===== src/rtl/trg_sci_rdout_arb.sv =====
// rtl/trg_sci_rdout_arb.sv - round-robin two-FIFO science readout framer
// Frames: header, {ch, frame_cnt}, PKT_LENn payload words, 16-bit additive checksum.
module trg_sci_rdout_arb #(
  parameter int          PKT_LEN0 = 16,
  parameter int          PKT_LEN1 = 8,
  parameter logic [15:0] HDR_WORD = 16'hEB90,
  parameter int          CNT_W    = 10
) (
  input  logic             clk_in,
  input  logic             rst_in,
  input  logic             en_in,
  input  logic [15:0]      fifo0_data_in,
  input  logic             fifo0_empty_in,
  input  logic [CNT_W-1:0] fifo0_cnt_in,
  output logic             fifo0_rd_out,
  input  logic [15:0]      fifo1_data_in,
  input  logic             fifo1_empty_in,
  input  logic [CNT_W-1:0] fifo1_cnt_in,
  output logic             fifo1_rd_out,
  output logic [15:0]      out_data,
  output logic             out_valid,
  input  logic             out_ready_in,
  output logic             out_sop,
  output logic             out_eop,
  output logic             busy_out,
  output logic             ch_sel_out,
  output logic [14:0]      frame_cnt_out
);

  typedef enum logic [2:0] {
    S_IDLE, S_HEAD, S_INFO, S_RD, S_CAP, S_SEND, S_TAIL
  } state_t;

  state_t      state_q, state_d;
  logic        ch_sel_q, ch_sel_d;
  logic        last_q, last_d;
  logic [14:0] frame_cnt_q, frame_cnt_d;
  logic [15:0] csum_q, csum_d;
  logic [15:0] wcnt_q, wcnt_d;
  logic [15:0] data_q, data_d;
  logic        valid_q, valid_d;
  logic        sop_q, sop_d;
  logic        eop_q, eop_d;

  logic        elig0, elig1, gnt, rd_go, last_word;
  logic [15:0] fifo_word;

  always_comb begin
    elig0     = en_in && (int'(fifo0_cnt_in) >= PKT_LEN0);
    elig1     = en_in && (int'(fifo1_cnt_in) >= PKT_LEN1);
    // Both eligible: the channel not served last wins; otherwise the lone one.
    gnt       = (elig0 && elig1) ? ~last_q : elig1;
    rd_go     = (state_q == S_RD) && (ch_sel_q ? !fifo1_empty_in : !fifo0_empty_in);
    last_word = ch_sel_q ? (wcnt_q == 16'(PKT_LEN1 - 1)) : (wcnt_q == 16'(PKT_LEN0 - 1));
    fifo_word = ch_sel_q ? fifo1_data_in : fifo0_data_in;

    state_d     = state_q;
    ch_sel_d    = ch_sel_q;
    last_d      = last_q;
    frame_cnt_d = frame_cnt_q;
    csum_d      = csum_q;
    wcnt_d      = wcnt_q;
    data_d      = data_q;
    valid_d     = valid_q;
    sop_d       = sop_q;
    eop_d       = eop_q;

    case (state_q)
      S_IDLE: begin
        valid_d = 1'b0;
        if (elig0 || elig1) begin
          ch_sel_d = gnt;
          csum_d   = '0;
          wcnt_d   = '0;
          data_d   = HDR_WORD;
          valid_d  = 1'b1;
          sop_d    = 1'b1;
          state_d  = S_HEAD;
        end
      end
      S_HEAD: if (out_ready_in) begin
        sop_d   = 1'b0;
        data_d  = {ch_sel_q, frame_cnt_q};
        state_d = S_INFO;
      end
      S_INFO: if (out_ready_in) begin
        valid_d = 1'b0;
        state_d = S_RD;
      end
      S_RD: if (rd_go) state_d = S_CAP;
      S_CAP: begin
        data_d  = fifo_word;
        csum_d  = csum_q + fifo_word;
        valid_d = 1'b1;
        state_d = S_SEND;
      end
      S_SEND: if (out_ready_in) begin
        if (last_word) begin
          data_d  = csum_q;
          eop_d   = 1'b1;
          state_d = S_TAIL;
        end else begin
          wcnt_d  = wcnt_q + 16'd1;
          valid_d = 1'b0;
          state_d = S_RD;
        end
      end
      S_TAIL: if (out_ready_in) begin
        valid_d     = 1'b0;
        eop_d       = 1'b0;
        frame_cnt_d = frame_cnt_q + 15'd1;
        last_d      = ch_sel_q;
        state_d     = S_IDLE;
      end
      default: state_d = S_IDLE;
    endcase
  end

  always_ff @(posedge clk_in or posedge rst_in) begin
    if (rst_in) begin
      state_q     <= S_IDLE;
      ch_sel_q    <= 1'b0;
      last_q      <= 1'b1;
      frame_cnt_q <= '0;
      csum_q      <= '0;
      wcnt_q      <= '0;
      data_q      <= '0;
      valid_q     <= 1'b0;
      sop_q       <= 1'b0;
      eop_q       <= 1'b0;
    end else begin
      state_q     <= state_d;
      ch_sel_q    <= ch_sel_d;
      last_q      <= last_d;
      frame_cnt_q <= frame_cnt_d;
      csum_q      <= csum_d;
      wcnt_q      <= wcnt_d;
      data_q      <= data_d;
      valid_q     <= valid_d;
      sop_q       <= sop_d;
      eop_q       <= eop_d;
    end
  end

  // Strobe is issued in RD so the FIFO word is present during CAP.
  assign fifo0_rd_out  = rd_go && !ch_sel_q;
  assign fifo1_rd_out  = rd_go && ch_sel_q;
  assign out_data      = data_q;
  assign out_valid     = valid_q;
  assign out_sop       = sop_q;
  assign out_eop       = eop_q;
  assign busy_out      = (state_q != S_IDLE);
  assign ch_sel_out    = ch_sel_q;
  assign frame_cnt_out = frame_cnt_q;

endmodule


===== config.mk =====
export PLATFORM = sky130hd
export DESIGN_NAME = trg_sci_rdout_arb
export DESIGN_NICKNAME = d
export VERILOG_FILES = /design/src/rtl/trg_sci_rdout_arb.sv
export SDC_FILE = /design/constraint.sdc
export NUM_CORES = 1
export LEC_CHECK = 0
export CORE_AREA = 4 4 106 108
export DETAILED_ROUTE_END_ITERATION = 10
export DIE_AREA = 0 0 110 112
export HOLD_SLACK_MARGIN = 0.03
export PLACE_DENSITY_LB_ADDON = 0.3
export SLEW_MARGIN = 20
export SYNTH_ARGS = -nofsm -noshare
export SYNTH_HDL_FRONTEND = slang
export SYNTH_SLANG_ARGS = --single-unit

===== constraint.sdc =====
create_clock -name clk_in -period 3.6 [get_ports clk_in]
set_input_delay 0.36 -clock clk_in [delete_from_list [all_inputs] [get_ports clk_in]]
set_output_delay 0.36 -clock clk_in [all_outputs]
set_load 0.05 [all_outputs]

Word level (Yosys, flattened, before mapping)
Cells that the tools add are included.
{"block": "word_totals", "ff_bits": 71, "in_bits": 58, "output_inout_bits": 38, "elab_cells": 93}
{"block": "op_classes", "add_sub_neg": 3, "magnitude_cmp": 2, "eq_ne": 17, "n_mux": 32, "bitwise_logic": 1, "reduce_logical": 28}
{"cell": "$mux 16", "count": 8}
{"cell": "$pmux 16 s2", "count": 2}
{"cell": "$pmux 16 s4", "count": 1}
{"cell": "$mux 3", "count": 7}
{"cell": "$pmux 3 s7", "count": 1}
{"cell": "$add 16x1->16 const B", "count": 1}
{"cell": "$add 16x16->16", "count": 1}
{"cell": "$eq 16x3->1 const B", "count": 1}
{"cell": "$eq 16x4->1 const B", "count": 1}
{"cell": "$ne 2x2->1 const B", "count": 8}
{"cell": "$add 15x1->15 const B", "count": 1}
{"cell": "$reduce_and 4->1", "count": 3}
{"cell": "$ge 10x4->1 const B", "count": 1}
{"cell": "$ge 10x5->1 const B", "count": 1}
{"cell": "$mux 1", "count": 10}
{"cell": "$eq 3x3->1 const B", "count": 3}
{"cell": "$reduce_bool 2->1", "count": 4}
{"cell": "$reduce_bool 4->1", "count": 2}
{"cell": "$eq 3x2->1 const B", "count": 2}
{"cell": "$logic_and 1x1->1", "count": 6}
{"cell": "$reduce_and 2->1", "count": 3}
{"cell": "$reduce_and 6->1", "count": 1}
{"cell": "$reduce_and 5->1", "count": 1}
{"cell": "$pmux 1 s2", "count": 2}
{"cell": "other kinds (10)", "count": 12}

Logic depth before layout (Yosys ltp)
{"block": "depth", "word_depth": 5, "mapped_depth": 13, "depth_no_buf": 11}

Worst setup path after synthesis
Ideal clock, no wire load.
{"block": "synth_path", "kind": "register -> register", "start": "register ch_sel_q (netlist: ch_sel_out)", "end": "register csum_q[8]", "setup_ps": 122, "arrival_ps": 3295, "required_ps": 3478, "slack_ps": 184, "stages_incl_launch_ff": 14, "n_path_buf": 2, "synth_period_minus_slack_ps": 3416, "path_cell_list": "dfrtp_1 -> clkbuf_1 -> clkbuf_1 -> mux2_2 -> ha_1 -> inv_1 -> fa_1 -> nor2b_1 -> o21a_1 -> o211ai_1 -> a21boi_0 -> o21a_1 -> or3_1 -> a32o_1"}
{"block": "synth_via", "elab_chain_len": 3}
{"item": "start, declared", "line_no": "35", "rtl": "logic ch_sel_q, ch_sel_d;"}
{"item": "start signal, assigned", "line_no": "133", "rtl": "ch_sel_q <= ch_sel_d;"}
{"item": "$mux 16", "line_no": "55", "rtl": "fifo_word = ch_sel_q ? fifo1_data_in : fifo0_data_in;"}
{"item": "$add 16x16->16", "line_no": "93", "rtl": "csum_d = csum_q + fifo_word;"}
{"item": "$pmux 16 s2", "line_no": "68", "rtl": "case (state_q)"}
{"item": "end signal, assigned", "line_no": "136", "rtl": "csum_q <= csum_d;"}
{"item": "end, declared", "line_no": "38", "rtl": "logic [15:0] csum_q, csum_d;"}
Every way passes these cells.
A chain may end at the register's enable or synchronous reset.

Worst setup path in the final report
{"block": "layout_path", "start": "register ch_sel_q (netlist: ch_sel_out)", "end": "register csum_q[15]"}
The elaborated chain is that of the path after synthesis.

==> results by stage <==
Clocking:
- The clock insertion delay at the later pin of the skew report is 0.36 ns.
- The clock input transition at the sequential cells of the worst setup and hold paths is 0.08 ns.
- The number of buffers between clock root and the deepest sink is 2.
- TritonCTS built the clock tree.
- Buffers inserted during clock tree synthesis total 9.
- The root buffer cell chosen for the clock tree is sky130_fd_sc_hd__clkbuf_8.
- The number of buffers inserted for hold repair after clock tree synthesis is 0.
- The H-tree depth is 3.
- Gates resized during post-CTS repair numbered 0.
- CTS saw 71 sinks.
- Post-CTS timing repair inserted 0 buffers for setup.

Layout:
- In the final design database the tool counted 661 nets.
- The finished cells cover 5746 um^2.
- In the layout the commonest cells are sky130_fd_sc_hd__clkdlybuf4s50_1, sky130_fd_sc_hd__dfrtp_1, sky130_fd_sc_hd__nor2_1.
- The number of antenna diodes in the final layout is 0.
- The layout overhead on the synthesized area is 26.47%.
- Leaving out fill and tap cells, the most frequent cell in the layout is sky130_fd_sc_hd__clkdlybuf4s50_1.
- The area occupied by multi-input gates is 2606 um^2.
- The area occupied by registers is 1778 um^2.
- The final instance count without filler cells is 726.
- The filler cell count in the final layout is 894.
- In the final layout, the share of cells above drive strength 1 is 0.1051.

Hold path:
- The endpoint of the worst hold path is out_data[0]$_DFFE_PP0P_.
- The hold path startpoint is out_data[0]$_DFFE_PP0P_.
- The cell depth of the worst min-delay path is 1.
- The class of the tightest hold or removal check is flip-flop to flip-flop.

Flow run:
- The number of maximum-capacitance violations is 0.

Synthesis:
- The net count of the mapped netlist is 577.
- Among all flip-flop cells after synthesis, the most frequent one is sky130_fd_sc_hd__dfrtp_1.
- The distinct cell type count after synthesis is 57.
- The synthesized-area fraction occupied by ao, oa, aoi and oai cells is 0.1873.
- The post-synthesis instance area is 4543 um^2.
- A synthesized cell averages 9.068 um^2.
- The Yosys step of the flow raised 0 warnings.
- The area fraction in and, or, nand and nor cells after synthesis is 0.1776.
- After synthesis the netlist holds a flip-flop and latch count of 71.
- The xor and xnor area share after synthesis is 0.05591.
- In this run, synthesis inferred 0 flip-flops with an integrated enable.
- The cell count after synthesis came out at 501.
- The main combinational cell family by area after synthesis is compound AO/OA/AOI/OAI gates.
- The share of synthesized flip-flops with an asynchronous set or reset is 1.000.
- The sequential area share after synthesis is 0.3914.
- The post-synthesis mux area share is 0.1016.
- The adder-cell area share of the yosys netlist is 0.05123.

Critical path:
- The worst register-to-register path ends at csum_q[15]$_DFFE_PP0P_.
- The count of cells along the worst register-to-register path is 10.
- The setup check on the worst reg-to-reg path leaves a slack of 0.50 ns.
- In this run the worst path has a maximum fanout of 16.
- In this run the critical register-to-register path is launched from ch_sel_out$_DFFE_PP0P_.
- The required time of the worst setup path is 3.88 ns.
- The critical path start-end classification is flip-flop to flip-flop.
- For the worst setup path, the data arrival time is 3.38 ns.
- The endpoint class of the critical path is a flip-flop.
- The worst setup path is launched from a flip-flop.

Timing:
- The final max-slew violation count is 0.
- Measured against its own limit, the worst slew margin works out to 0.3953.
- For this run, the top clock speed supported by timing is 322.5 MHz.
- Setup total negative slack on the finished layout was measured at 0 ns.
- The number of endpoints with negative hold slack in the final report was 0.
- The worst clock skew on the final layout is 0.01679 ns.
- For the finished layout, the period the worst path requires is 3.101 ns.
- Dividing the final minimum period by the clock period gives 0.8614.
- Setup violations remaining at the end of the flow were counted as 0.
- Setup repair after global routing left no endpoint under its margin.
- The worst hold-check slack is 0.4888 ns.
- For the pin with the worst max-slew slack, the measured transition is 0.9070 ns.

Global route:
- The largest net degree at the start of global routing is 72.
- The global-route congestion overflow total is 0.
- The number of antenna violations at the first check in global routing came to 0.
- The first-pass GRT wire length is 19670 um.
- The combined global-route utilization of all metal layers is 0.1998.
- The via count of the first global-routing pass is 3932.

Floorplan:
- The die covers 12320 um^2.
- 96 I/O pins were placed.
- The die is 112 um tall.
- The die is 110 um wide.
- In this run the standard cell core region covers 10230 um^2.
- The initial utilization of the core area, before any placement, comes to 0.4441.
- The floorplan has 37 rows.

Placed design:
- The number of buffers added on ports is 88.
- The cell count after placement is 710.
- The half-perimeter wire length after placement is 8836 um.
- The congestion estimate from routability-driven global placement came to 0.9141.
- In this run the cell area measured after placement is 5555 um^2.

Pwr:
- The static leakage is 0.002451 uW.
- The areal power density over the cells is 741.0 nW/um^2.
- IR analysis of the VDD net gives a maximum drop of 0.4325 mV.

Detailed routing:
- In the routed layout, each cell is associated on average with a via count of 5.489.
- The wire length after detailed routing is 11650 um.
- The overall via count from detail_route is 3985.
- The detail route stage leaves a number of antenna-violating nets equal to 0.
- After the first detailed-routing iteration, the DRC count stood at 337.
- The number of iterations in the first detailed-routing pass is 5.
- In the routed design, unresolved DRC markers number 0.
- In the final routed layout, each cell accounts on average for 16.04 um.

Outcome:
- The flow ran to the end, and the final reports show no timing, DRC or antenna violations.
==> Yosys cell counts, types with 10 or more instances <==
| master | count | share of area |
|---|---|---|
| sky130_fd_sc_hd__nand2_1 | 54 | 0.045 |
| sky130_fd_sc_hd__mux2_2 | 29 | 0.072 |
| sky130_fd_sc_hd__ha_1 | 17 | 0.047 |
| sky130_fd_sc_hd__nand3_1 | 12 | 0.013 |
| sky130_fd_sc_hd__dfrtp_1 | 70 | 0.39 |
| sky130_fd_sc_hd__a21oi_1 | 24 | 0.026 |
| sky130_fd_sc_hd__xnor2_1 | 20 | 0.039 |
| sky130_fd_sc_hd__nor2_1 | 59 | 0.049 |
| sky130_fd_sc_hd__clkbuf_1 | 15 | 0.012 |
| sky130_fd_sc_hd__and3_1 | 10 | 0.014 |
| sky130_fd_sc_hd__o21ai_0 | 34 | 0.037 |
| sky130_fd_sc_hd__inv_1 | 16 | 0.013 |
| sky130_fd_sc_hd__nor3_1 | 11 | 0.012 |
==> worst max path at each step <==
stage,to,start,slack [ns]
final,csum_q[15]$_DFFE_PP0P_,ch_sel_out$_DFFE_PP0P_,0.50
after global routing,csum_q[15]$_DFFE_PP0P_,ch_sel_out$_DFFE_PP0P_,0.22
after CTS,csum_q[14]$_DFFE_PP0P_,ch_sel_out$_DFFE_PP0P_,0.52
after detailed placement,csum_q[14]$_DFFE_PP0P_,fifo0_data_in[0],0.39
after global placement,csum_q[14]$_DFFE_PP0P_,fifo1_data_in[0],0.45
after floorplan,csum_q[8]$_DFFE_PP0P_,ch_sel_out$_DFFE_PP0P_,0.18
==> state kept, by name, summed over array words and instances (netlist names) <==
register,cells
out_eop,1
out_sop,1
state_q,3
frame_cnt_out,15
out_data,16
wcnt_q,16
out_valid,1
last_q,1
ch_sel_out,1
csum_q,16
==> cell families (layout without fill, tap and decap cells) <==
group / Yosys count / in the layout
DFF: 71 / 71
xor gates and xnor gates: 29 / 29
buffers and inverters: 39 / 128
AOI/OAI and AO/OA: 127 / 127
and+or+nand+nor: 175 / 175
adders and majority gates: 18 / 18
muxes: 42 / 42
==> layout make-up <==
class	instances	area share
Sequential cell	71	0.3095
Clock buffer	11	0.02635
Multi-Input combinational cell	391	0.4536
Inverter	16	0.01045
Timing Repair Buffer	96	0.1638
Tap cell	136	0.02962
Clock inverter	5	0.006751
==> critical path: stages, from the launching register on <==
cell and delay, ns:
sky130_fd_sc_hd__dfrtp_1 0.48, sky130_fd_sc_hd__buf_4 0.30, sky130_fd_sc_hd__mux2_2 0.40, sky130_fd_sc_hd__ha_1 0.33, sky130_fd_sc_hd__o21ai_0 0.22, sky130_fd_sc_hd__o21ai_0 0.14, sky130_fd_sc_hd__a21o_1 0.23, sky130_fd_sc_hd__o211ai_1 0.27
sky130_fd_sc_hd__nor2_1 0.09, sky130_fd_sc_hd__or4_1 0.50, sky130_fd_sc_hd__nand3_1 0.08
==> power by group <==
| part | switching [uW] | leakage (uW) | internal (uW) | total (uW) |
|---|---|---|---|---|
| logic | 1450 | 0.00144 | 978 | 2430 |
| clock network | 336 | 0.0000967 | 294 | 631 |
| registers | 193 | 0.000919 | 1000 | 1190 |
==> metrics by stage <==
stage / power [uW] / setup slack (ns) / utilization
2_1_floorplan: 2981 / 0.1838 / -
3_3_place_gp: 3566 / 0.4536 / 0.5430
3_5_place_dp: 3630 / 0.3917 / 0.5430
4_1_cts: 4268 / 0.5162 / 0.5616
5_1_grt: 4575 / 0.2226 / 0.5616
6_report: 4258 / 0.4989 / 0.5616
==> routing by layer <==
layer	vias up	GRT usage	routed length, um
met2	110	0.3159	5521
li1	1962	-	-
met3	20	0.03594	600
met4	0	0.05320	184
met1	1893	0.2802	5340
met5	-	0	0
(Power assumes the default switching activity.)
